File: src/rtl/uart_rx_ctrl_pkg.sv
// Shared types and timing defaults for the UART receive controller.
package uart_rx_ctrl_pkg;

  localparam int unsigned CLK_FREQ_DEF = 32'd50_000_000;
  localparam int unsigned BAUD_DEF     = 32'd115_200;

  typedef enum logic [2:0] {
    ST_OFF   = 3'd0,
    ST_ARM   = 3'd1,
    ST_RECV  = 3'd2,
    ST_STORE = 3'd3,
    ST_FLUSH = 3'd4
  } rx_state_e;

  typedef struct packed {
    logic       last;
    logic [7:0] data;
  } rx_entry_t;

  function automatic int unsigned bit_cycles(input int unsigned clk_freq,
                                             input int unsigned baud);
    return clk_freq / baud;
  endfunction

endpackage

File: src/rtl/uart_rx_ctrl_fifo.sv
// Show-ahead synchronous FIFO; pointers carry one extra wrap bit for full/empty.
module uart_sync_fifo #(
  parameter int unsigned WIDTH = 9,
  parameter int unsigned DEPTH = 16
) (
  input  logic             clk,
  input  logic             rst_n,
  input  logic             push_i,
  input  logic [WIDTH-1:0] data_i,
  input  logic             pop_i,
  output logic [WIDTH-1:0] data_o,
  output logic             valid_o,
  output logic             overflow_o
);

  localparam int unsigned AW = $clog2(DEPTH);
  localparam logic [AW:0] PTR_ONE = (AW+1)'(1);

  logic [AW:0]      wr_ptr_q, wr_ptr_d;
  logic [AW:0]      rd_ptr_q, rd_ptr_d;
  logic [WIDTH-1:0] mem_q [DEPTH];
  logic             empty_s, full_s, do_push_s, do_pop_s;

  assign empty_s   = (wr_ptr_q == rd_ptr_q);
  assign full_s    = (wr_ptr_q[AW] != rd_ptr_q[AW]) &&
                     (wr_ptr_q[AW-1:0] == rd_ptr_q[AW-1:0]);
  assign do_pop_s  = pop_i & ~empty_s;
  // A pop in the same cycle frees the slot the push needs.
  assign do_push_s = push_i & (~full_s | do_pop_s);

  assign valid_o    = ~empty_s;
  assign data_o     = empty_s ? {WIDTH{1'b0}} : mem_q[rd_ptr_q[AW-1:0]];
  assign overflow_o = push_i & ~do_push_s;

  always_comb begin
    wr_ptr_d = wr_ptr_q;
    rd_ptr_d = rd_ptr_q;
    if (do_push_s) begin
      wr_ptr_d = wr_ptr_q + PTR_ONE;
    end else begin
      wr_ptr_d = wr_ptr_q;
    end
    if (do_pop_s) begin
      rd_ptr_d = rd_ptr_q + PTR_ONE;
    end else begin
      rd_ptr_d = rd_ptr_q;
    end
  end

  always_ff @(posedge clk or negedge rst_n) begin
    if (!rst_n) begin
      wr_ptr_q <= {(AW+1){1'b0}};
      rd_ptr_q <= {(AW+1){1'b0}};
    end else begin
      wr_ptr_q <= wr_ptr_d;
      rd_ptr_q <= rd_ptr_d;
    end
  end

  always_ff @(posedge clk) begin
    if (do_push_s) begin
      mem_q[wr_ptr_q[AW-1:0]] <= data_i;
    end
  end

endmodule

File: src/rtl/uart_rx_ctrl.sv
// Receiver sequencer: arms the UART receiver, stages good bytes and
// frames them into packets closed by an idle gap or by a disable.
module uart_rx_ctrl
  import uart_rx_ctrl_pkg::*;
#(
  parameter int unsigned CLK_FREQ  = CLK_FREQ_DEF,
  parameter int unsigned BAUD      = BAUD_DEF,
  parameter int unsigned DEPTH     = 16,
  parameter int unsigned IDLE_BITS = 20
) (
  input  logic       clk,
  input  logic       rst_n,
  input  logic       enable,
  input  logic       clr,
  output logic       rxEn,
  input  logic [7:0] rx_data,
  input  logic       rxBusy,
  input  logic       rxDone,
  input  logic       right,
  output logic       m_valid,
  output logic [7:0] m_data,
  output logic       m_last,
  input  logic       m_ready,
  output logic       ovf,
  output logic [7:0] err_cnt
);

  localparam int unsigned BIT_CYC  = bit_cycles(CLK_FREQ, BAUD);
  localparam int unsigned IDLE_CYC = IDLE_BITS * BIT_CYC;
  localparam int unsigned TW       = $clog2(IDLE_CYC + 1);
  localparam logic [TW-1:0] IDLE_LAST = TW'(IDLE_CYC - 1);
  localparam logic [TW-1:0] TMR_ONE   = TW'(1);

  rx_state_e     state_q, state_d;
  logic          rx_en_q, rx_en_d;
  logic [7:0]    cap_data_q;
  logic          cap_ok_q;
  logic          stg_v_q, stg_v_d;
  logic [7:0]    stg_data_q, stg_data_d;
  logic [TW-1:0] timer_q, timer_d;
  logic          ovf_q, ovf_d;
  logic [7:0]    err_q, err_d;

  logic          push_s, fifo_ovf_s, fifo_valid_s;
  rx_entry_t     push_entry_s, head_s;
  logic          store_good_s, store_bad_s, idle_hit_s;

  always_comb begin
    state_d = state_q;
    case (state_q)
      ST_OFF:   if (enable) state_d = ST_ARM; else state_d = ST_OFF;
      // A frame already under way wins over a disable so no byte is cut short.
      ST_ARM:   if (rxBusy) state_d = ST_RECV;
                else if (!enable) state_d = ST_FLUSH;
                else state_d = ST_ARM;
      ST_RECV:  if (rxDone) state_d = ST_STORE; else state_d = ST_RECV;
      ST_STORE: if (enable) state_d = ST_ARM; else state_d = ST_FLUSH;
      ST_FLUSH: state_d = ST_OFF;
      default:  state_d = ST_OFF;
    endcase
    rx_en_d = (state_d == ST_ARM) || (state_d == ST_RECV) || (state_d == ST_STORE);
  end

  assign store_good_s = (state_q == ST_STORE) &&  cap_ok_q;
  assign store_bad_s  = (state_q == ST_STORE) && !cap_ok_q;
  assign idle_hit_s   = stg_v_q && !rxBusy && (timer_q == IDLE_LAST);

  always_comb begin
    push_s       = 1'b0;
    push_entry_s = '{last: 1'b0, data: 8'h00};
    stg_v_d      = stg_v_q;
    stg_data_d   = stg_data_q;
    timer_d      = timer_q;
    if (store_good_s) begin
      // The previous staged byte is known not to end its packet.
      push_s       = stg_v_q;
      push_entry_s = '{last: 1'b0, data: stg_data_q};
      stg_v_d      = 1'b1;
      stg_data_d   = cap_data_q;
      timer_d      = {TW{1'b0}};
    end else if ((state_q == ST_FLUSH) || idle_hit_s) begin
      push_s       = stg_v_q;
      push_entry_s = '{last: 1'b1, data: stg_data_q};
      stg_v_d      = 1'b0;
      timer_d      = {TW{1'b0}};
    end else if (rxBusy || !stg_v_q) begin
      timer_d      = {TW{1'b0}};
    end else begin
      timer_d      = timer_q + TMR_ONE;
    end
  end

  always_comb begin
    err_d = err_q;
    ovf_d = ovf_q;
    if (clr) begin
      err_d = store_bad_s ? 8'd1 : 8'd0;
    end else if (store_bad_s && (err_q != 8'hFF)) begin
      err_d = err_q + 8'd1;
    end else begin
      err_d = err_q;
    end
    if (fifo_ovf_s) begin
      ovf_d = 1'b1;
    end else if (clr) begin
      ovf_d = 1'b0;
    end else begin
      ovf_d = ovf_q;
    end
  end

  always_ff @(posedge clk or negedge rst_n) begin
    if (!rst_n) begin
      state_q    <= ST_OFF;
      rx_en_q    <= 1'b0;
      cap_data_q <= 8'h00;
      cap_ok_q   <= 1'b0;
      stg_v_q    <= 1'b0;
      stg_data_q <= 8'h00;
      timer_q    <= {TW{1'b0}};
      ovf_q      <= 1'b0;
      err_q      <= 8'h00;
    end else begin
      state_q    <= state_d;
      rx_en_q    <= rx_en_d;
      if ((state_q == ST_RECV) && rxDone) begin
        cap_data_q <= rx_data;
        cap_ok_q   <= right;
      end
      stg_v_q    <= stg_v_d;
      stg_data_q <= stg_data_d;
      timer_q    <= timer_d;
      ovf_q      <= ovf_d;
      err_q      <= err_d;
    end
  end

  uart_sync_fifo #(
    .WIDTH (9),
    .DEPTH (DEPTH)
  ) u_fifo (
    .clk        (clk),
    .rst_n      (rst_n),
    .push_i     (push_s),
    .data_i     (push_entry_s),
    .pop_i      (m_ready),
    .data_o     (head_s),
    .valid_o    (fifo_valid_s),
    .overflow_o (fifo_ovf_s)
  );

  assign rxEn    = rx_en_q;
  assign m_valid = fifo_valid_s;
  assign m_data  = head_s.data;
  assign m_last  = head_s.last;
  assign ovf     = ovf_q;
  assign err_cnt = err_q;

endmodule

File: config.mk
export PLATFORM = sky130hd
export DESIGN_NAME = uart_rx_ctrl
export DESIGN_NICKNAME = d
export VERILOG_FILES = /design/src/rtl/uart_rx_ctrl_pkg.sv /design/src/rtl/uart_rx_ctrl_fifo.sv /design/src/rtl/uart_rx_ctrl.sv
export SDC_FILE = /design/constraint.sdc
export NUM_CORES = 1
export LEC_CHECK = 0
export BUFFER_PORTS_ARGS = -buffer_cell sky130_fd_sc_hd__buf_2
export CORE_ASPECT_RATIO = 1.25
export CORE_MARGIN = 3
export CORE_UTILIZATION = 30
export CTS_CLUSTER_SIZE = 40
export DETAILED_ROUTE_END_ITERATION = 12
export GPL_TIMING_DRIVEN = 0
export HOLD_SLACK_MARGIN = 0.1
export PLACE_DENSITY_LB_ADDON = 0.05
export SETUP_SLACK_MARGIN = 0.3
export SYNTH_ARGS = -nofsm -noshare
export SYNTH_HDL_FRONTEND = slang
export SYNTH_SLANG_ARGS = --single-unit
File: constraint.sdc
create_clock -name clk -period 7.2 [get_ports clk]
set_input_delay 1.08 -clock clk [delete_from_list [all_inputs] [get_ports clk]]
set_output_delay 1.08 -clock clk [all_outputs]
set_load 0.005 [all_outputs]
==> results.cfg, run 1 <==
[run_status]
outcome = complete, no violations

[synthesis]
ys_ff_latch = 199
syn-num-nets = 524
synth-edff-count = 144
seq_area_frac_synth = 0.6971
yosysWarnings = 0
synth_ff_type = edfxtp_1
synth_cell_types = 41
syn_inst = 501
ys_async_sr_fraction = 0.2764
synthesis.area_um2 = 8178
synth.avg_cell_area_um2 = 16.32

[min_path]
whs_path_depth = 2
min_path_type = reg -> reg

[route]
avgRoutedWirePerCell_um = 20.49
drt-vias-per-instance = 4.754
antenna_left = 0
drt_iter0_markers = 228
drc_errors = 0
drt_pass1_iterations = 4
vias = 4317
drt_wl_total_um = 18610

[critical_path]
critPathMaxStageDelay_ps = 610
ff2ff_setup_slack_ps = 3890
crit_cells = 6
crit_path_end = m_data[0]
crit_family = buffers and inverters
cp.required_ps = 6120
path_cells = buf_1, clkbuf_1, mux4_2, a22oi_1, a21oi_1, buf_2
worstReg2RegStart = timer_q[10]
crit_start = u_fifo.rd_ptr_q[1]
worstSetupStartpointType = flip-flop
path_class = reg -> out
arrival_ps = 3100
worst_path_max_delay_cell = clkbuf_1
rr_worst_depth = 5
critPathBufInv = 3
crit_path_max_fanout = 10
timing.rr.end = u_fifo.mem_q[7][6]
crit_path_end_kind = output pin

[cells_and_area]
multi_input_area_um2 = 2351
stdcell_area_um2 = 9326
layout-area-overhead-vs-synth_pct = 14.05
regArea_um2 = 5700
drive_above_1_share = 0.2271
fillers = 2543
final_common_cell = edfxtp_1
finalNetCount = 578
antenna_cells = 0
final_cell_mix = edfxtp_1, dfrtp_1, buf_2, nand2_1, mux4_2

[placed_design]
gp_congestion = 0.7847
hpwl_um = 12350
port_buffers = 34
place_area_um2 = 8826
post-place-ws_ps = 3387

[power_and_ir_drop]
p_comb_frac = 0.301
swShare = 0.3146
pwr-share-seq = 0.442
leakage_nw = 3.234
clockPowerShare = 0.257
irDropWorstVdd_mv = 0.1879
p_int_w = 0.002213
p_per_area_nw_per_um2 = 346.1
switching_power_w = 0.001016
p_total_w = 0.003228

[global_routing]
grt_pass1_vias = 4586
grt_overflow = 0
grt_max_degree = 56
grt_pass1_wl_um = 28720
grt_antenna_before_repair = 0
grt_util_all_layers = 0.1329

[sta]
tns_ps = 0
setup_ws_ps = 3017
setup_viol = 0
rsz0062_at_grt = false
relSlewSlack = 0.1597
skew_ps = 10.54
max_freq_mhz = 239.1
tightest_slew_ps = 1256
fin_crit_ps = 4183
drv_slew = 0
whs_ps = 463.2
hold_violations = 0
timing.final.crit_share = 0.5810

[cts]
htreeDepth = 4
root_buffer = clkbuf_16
insertion_delay_ps = 430
clock-sinks = 199
cts-resized-gates = 0
cts_tree = done
numCtsBuffers = 17
clockBufferDepth = 2
clkTransAtPathRegs_ps = 70
hold_buffers = 0
post_cts_buffers = 0

[floorplanning]
die-area_um2 = 29290
die_y_um = 190.6
die_width_um = 153.7
start_util = 0.3095
rows = 66
coreArea_um2 = 26430
boundaryPins = 36

[job]
maxCapViolCount = 0
==> cells by family after synthesis <==
kind of cell,count (synthesis),share of synthesized area
buffers and inverters,36,0.02096
adders and majority gates,7,0.01071
AOI/OAI and AO/OA,40,0.03320
and+or+nand+nor,139,0.08813
DFF,199,0.6971
muxes,49,0.1167
xor gates and xnor gates,31,0.03320
==> sequential cells by signal (all words and copies together), names as in the netlist, 3 cells and up <==
register,count
u_fifo.rd_ptr_q,5
u_fifo.mem_q,144
u_fifo.wr_ptr_q,5
state_q,3
cap_data_q,8
timer_q,14
stg_data_q,8
err_cnt,8
==> layout make-up <==
class,instances,area share
Sequential cell,199,0.6112
Timing Repair Buffer,35,0.01932
Clock buffer,19,0.04642
Inverter,10,0.004025
Multi-Input combinational cell,266,0.2521
Buffer,26,0.01435
Clock inverter,13,0.006976
Tap cell,340,0.04561
==> cells in the mapped netlist (2+ instances only) <==
library cell	number	share of area
a21oi_1	13	0.0080
a22oi_1	18	0.017
a311oi_1	2	0.0021
and2_1	9	0.0069
and3_1	8	0.0061
buf_1	5	0.0023
buf_2	5	0.0031
buf_6	4	0.0055
clkbuf_1	12	0.0055
dfrtp_1	55	0.17
edfxtp_1	144	0.53
ha_1	7	0.011
inv_1	10	0.0046
mux2_2	11	0.015
mux2i_1	2	0.0024
mux4_2	36	0.099
nand2_1	37	0.017
nand3_1	18	0.011
nand4_1	3	0.0023
nand4b_1	2	0.0021
nor2_1	30	0.014
nor2b_1	7	0.0054
nor3_1	8	0.0049
nor3b_1	6	0.0055
nor4bb_1	3	0.0037
or4b_2	2	0.0024
xnor2_1	17	0.018
xor2_1	14	0.015
==> metrics by stage <==
step           utilization  std cells
2_1_floorplan            -        501
3_3_place_gp        0.3320        875
3_5_place_dp        0.3340        876
4_1_cts             0.3528        908
5_1_grt             0.3529        908
6_report            0.3529        908
==> power by group through the flow <==
stage / sequential [W] / clock, W / combinational, W
after global routing: 0.00144 / 0.000912 / 0.00108
after global placement: 0.00145 / 0 / 0.000988
after floorplan: 0.00143 / 0 / 0.000656
final: 0.00143 / 0.000831 / 0.000970
after detailed placement: 0.00145 / 0 / 0.00100
after CTS: 0.00143 / 0.000861 / 0.00101
==> layer usage <==
metal | track usage | share of wire
met1 | 0.1748 | 0.46
met2 | 0.2205 | 0.50
met3 | 0.03178 | 0.027
met4 | 0.03874 | 0.013
met5 | 0 | 0
==> worst register-to-register path, delay by kind of cell (launching register included) <==
family / cells / cell delay (ps)
and+or+nand+nor: 4 / 2240
DFF: 1 / 400
AOI/OAI and AO/OA: 1 / 290
==> how the worst min path moves through the flow <==
| stage | start | to |
|---|---|---|
| 5_1_grt | cap_data_q[4] | stg_data_q[4] |
| 2_1_floorplan | cap_data_q[0] | stg_data_q[0] |
| 3_3_place_gp | cap_data_q[3] | stg_data_q[3] |
| 6_report | cap_data_q[3] | stg_data_q[3] |
| 4_1_cts | cap_data_q[3] | stg_data_q[3] |
| 3_5_place_dp | cap_data_q[3] | stg_data_q[3] |
Power figures use the tool's default switching activity.
==> inputs of run 2 (changes only) <==
--- a/config.mk
+++ b/config.mk
@@ -5,6 +5,7 @@
 export SDC_FILE = /design/constraint.sdc
 export NUM_CORES = 1
 export LEC_CHECK = 0
+export ABC_AREA = 1
 export BUFFER_PORTS_ARGS = -buffer_cell sky130_fd_sc_hd__buf_2
 export CORE_ASPECT_RATIO = 1.25
 export CORE_MARGIN = 3
==> constraint.sdc (replaced) <==
create_clock -name clk -period 4.18 [get_ports clk]
set_input_delay 0.627 -clock clk [delete_from_list [all_inputs] [get_ports clk]]
set_output_delay 0.627 -clock clk [all_outputs]
set_load 0.005 [all_outputs]
==> results.cfg, run 2 <==
[critical_path]
worstReg2RegStart = timer_q[0]
crit_path_max_fanout = 10
path_cells = inv_2, buf_6, clkbuf_1, o21ai_0, nand3_1, nand3_1, a21oi_1, buf_2
cp.required_ps = 3550
worst_path_max_delay_cell = clkbuf_1
cp_common_cell = nand3_1
worstSetupStartpointType = flip-flop
crit_path_end_kind = output pin
critPathMaxStageDelay_ps = 470
ff2ff_setup_slack_ps = 1490
timing.rr.end = u_fifo.mem_q[14][8]
crit_family = buffers and inverters
critPathBufInv = 4
path_class = reg -> out
rr_worst_depth = 10
arrival_ps = 2540

[cells_and_area]
finalNetCount = 977
antenna_cells = 0
layout-area-overhead-vs-synth_pct = 14.20
largest_reg_flops = 144
final_util = 0.3514
final_cell_mix = nand2_1, edfxtp_1, nor2_1, o21ai_0
drive_above_1_share = 0.1241
final_common_cell = nand2_1
stdcell_area_um2 = 10100
fillers = 3001

[cts]
htreeDepth = 4
cts_tree = done
clkTransAtPathRegs_ps = 80
clock-sinks = 199
numCtsBuffers = 17
cts-resized-gates = 0
clockBufferDepth = 2
insertion_delay_ps = 440
root_buffer = clkbuf_16
hold_buffers = 0
post_cts_buffers = 0

[placed_design]
port_buffers = 35
hpwl_um = 16210
gp_congestion = 0.7535
place_area_um2 = 9548

[job]
maxCapViolCount = 0

[sta]
max_freq_mhz = 316.1
fin_crit_ps = 3164
drv_slew = 0
relSlewSlack = 0.2603
hold_violations = 0
timing.final.crit_share = 0.7569
tns_ps = 0
skew_ps = 17.48
setup_viol = 0
tightest_slew_ps = 1105
rsz0062_at_grt = false

[synthesis]
synth.avg_cell_area_um2 = 9.851
seq_area_frac_synth = 0.6444
syn_inst = 898
synth-edff-count = 144
synthTopCellsByCount = nand2_1, edfxtp_1, nor2_1
synthesis.area_um2 = 8846
yosysWarnings = 0
syn-num-nets = 921
synth_most_common_cell = nand2_1
ys_top_cells_by_area = edfxtp_1, dfrtp_1, nand2_1
ys_async_sr_fraction = 0.2764
synth_cell_types = 28
ys_ff_latch = 199
synth_ff_type = edfxtp_1
synth_top_cell_by_area = edfxtp_1
synth.top_cell.area_share = 0.4888

[power_and_ir_drop]
p_total_w = 0.006070
p_per_area_nw_per_um2 = 600.8
irDropWorstVdd_mv = 0.3092
leakage_nw = 4.192

[floorplanning]
die_width_um = 159.6
coreArea_um2 = 28750
die_y_um = 198.0
start_util = 0.3077
boundaryPins = 36
die-area_um2 = 31600
rows = 69

[global_routing]
grt_max_degree = 33
grt_util_all_layers = 0.1560
grt_overflow = 0
grt_pass1_vias = 6166
grt_antenna_before_repair = 0
grt_pass1_wl_um = 36910

[run_status]
outcome = complete, no violations

[route]
antenna_left = 0
drt_pass1_iterations = 4
drc_errors = 0
drt_wl_total_um = 23860
vias = 5975
drt-vias-per-instance = 4.403
drt_iter0_markers = 270
avgRoutedWirePerCell_um = 17.59

[min_path]
min_path_type = in -> async
[run 2: cell count changes after synthesis, sizes merged, moves of 18 or more]
| cell | previous run | this run |
|---|---|---|
| nor2 | 30 | 128 |
| o21ai | 1 | 60 |
| mux4 | 36 | 0 |
| nand2 | 37 | 294 |
| a22oi | 18 | 0 |
| nand3 | 18 | 54 |
| inv | 10 | 59 |
[run 2: cell type report]
| cell class | count | area, um^2 | area share |
|---|---|---|---|
| tap | 390 | 488.0 | 0.04830 |
| multi-input combinational | 603 | 2726 | 0.2699 |
| inverter | 61 | 229.0 | 0.02267 |
| clock buffer | 18 | 439.2 | 0.04347 |
| sequential | 199 | 5700 | 0.5643 |
| buffer | 35 | 193.9 | 0.01920 |
| clock inverter | 14 | 115.1 | 0.01139 |
| timing repair buffer | 37 | 210.2 | 0.02081 |
[run 2: worst max path at each step]
| stage | startpoint | to | slack, ps | depth (start not counted) |
|---|---|---|---|---|
| 2_1_floorplan | rxBusy | u_fifo.mem_q[14][0] | 2080 | 8 |
| 3_3_place_gp | rxBusy | u_fifo.mem_q[2][8] | 60 | 6 |
| 3_5_place_dp | rxBusy | u_fifo.mem_q[14][3] | 1290 | 9 |
| 4_1_cts | u_fifo.rd_ptr_q[0] | m_data[0] | 940 | 8 |
| 5_1_grt | u_fifo.rd_ptr_q[0] | m_data[0] | 800 | 8 |
| 6_report | u_fifo.rd_ptr_q[0] | m_data[2] | 1020 | 8 |
[run 2: cell families after synthesis]
family / synth area share
AOI/OAI and AO/OA: 0.04753
adders and majority gates: 0.009901
and+or+nand+nor: 0.2293
buffers and inverters: 0.04781
DFF: 0.6444
xor gates and xnor gates: 0.01980
muxes: 0.001273
[run 2: report_power, final]
part / switching, W / internal, W / leakage (nW) / total (W)
clock: 0.000787 / 0.000795 / 0.275 / 0.00158
sequential: 0.0000959 / 0.00230 / 2.08 / 0.00240
combinational: 0.00144 / 0.000646 / 1.83 / 0.00209
total: 0.00233 / 0.00374 / 4.19 / 0.00607
[run 2: routing by layer]
layer  vias up  GRT usage  share of wire
li1       3056          -              -
met1      2829     0.2072           0.47
met2        77     0.2635           0.49
met3        13    0.02637          0.029
met4         0    0.04638          0.011
met5         -          0              0
[run 2: worst register-to-register path: stages (launching register included)]
cell and delay [ps]:
dfrtp_1 380, ha_1 230, nand2_1 90, inv_1 80, nand2_1 60, nor2_1 100, nand2_1 130, nand3_4 150
nand3_4 90, buf_6 160, nor2_1 830
[run 2: metrics by stage]
step	hold slack, ps	std cells	setup WS [ps]
after floorplan	331.4	898	2077
after global placement	459.4	1323	63.71
after detailed placement	457.0	1325	1285
after CTS	283.3	1357	942.6
after global routing	309.6	1357	799.8
final	265.8	1357	1016
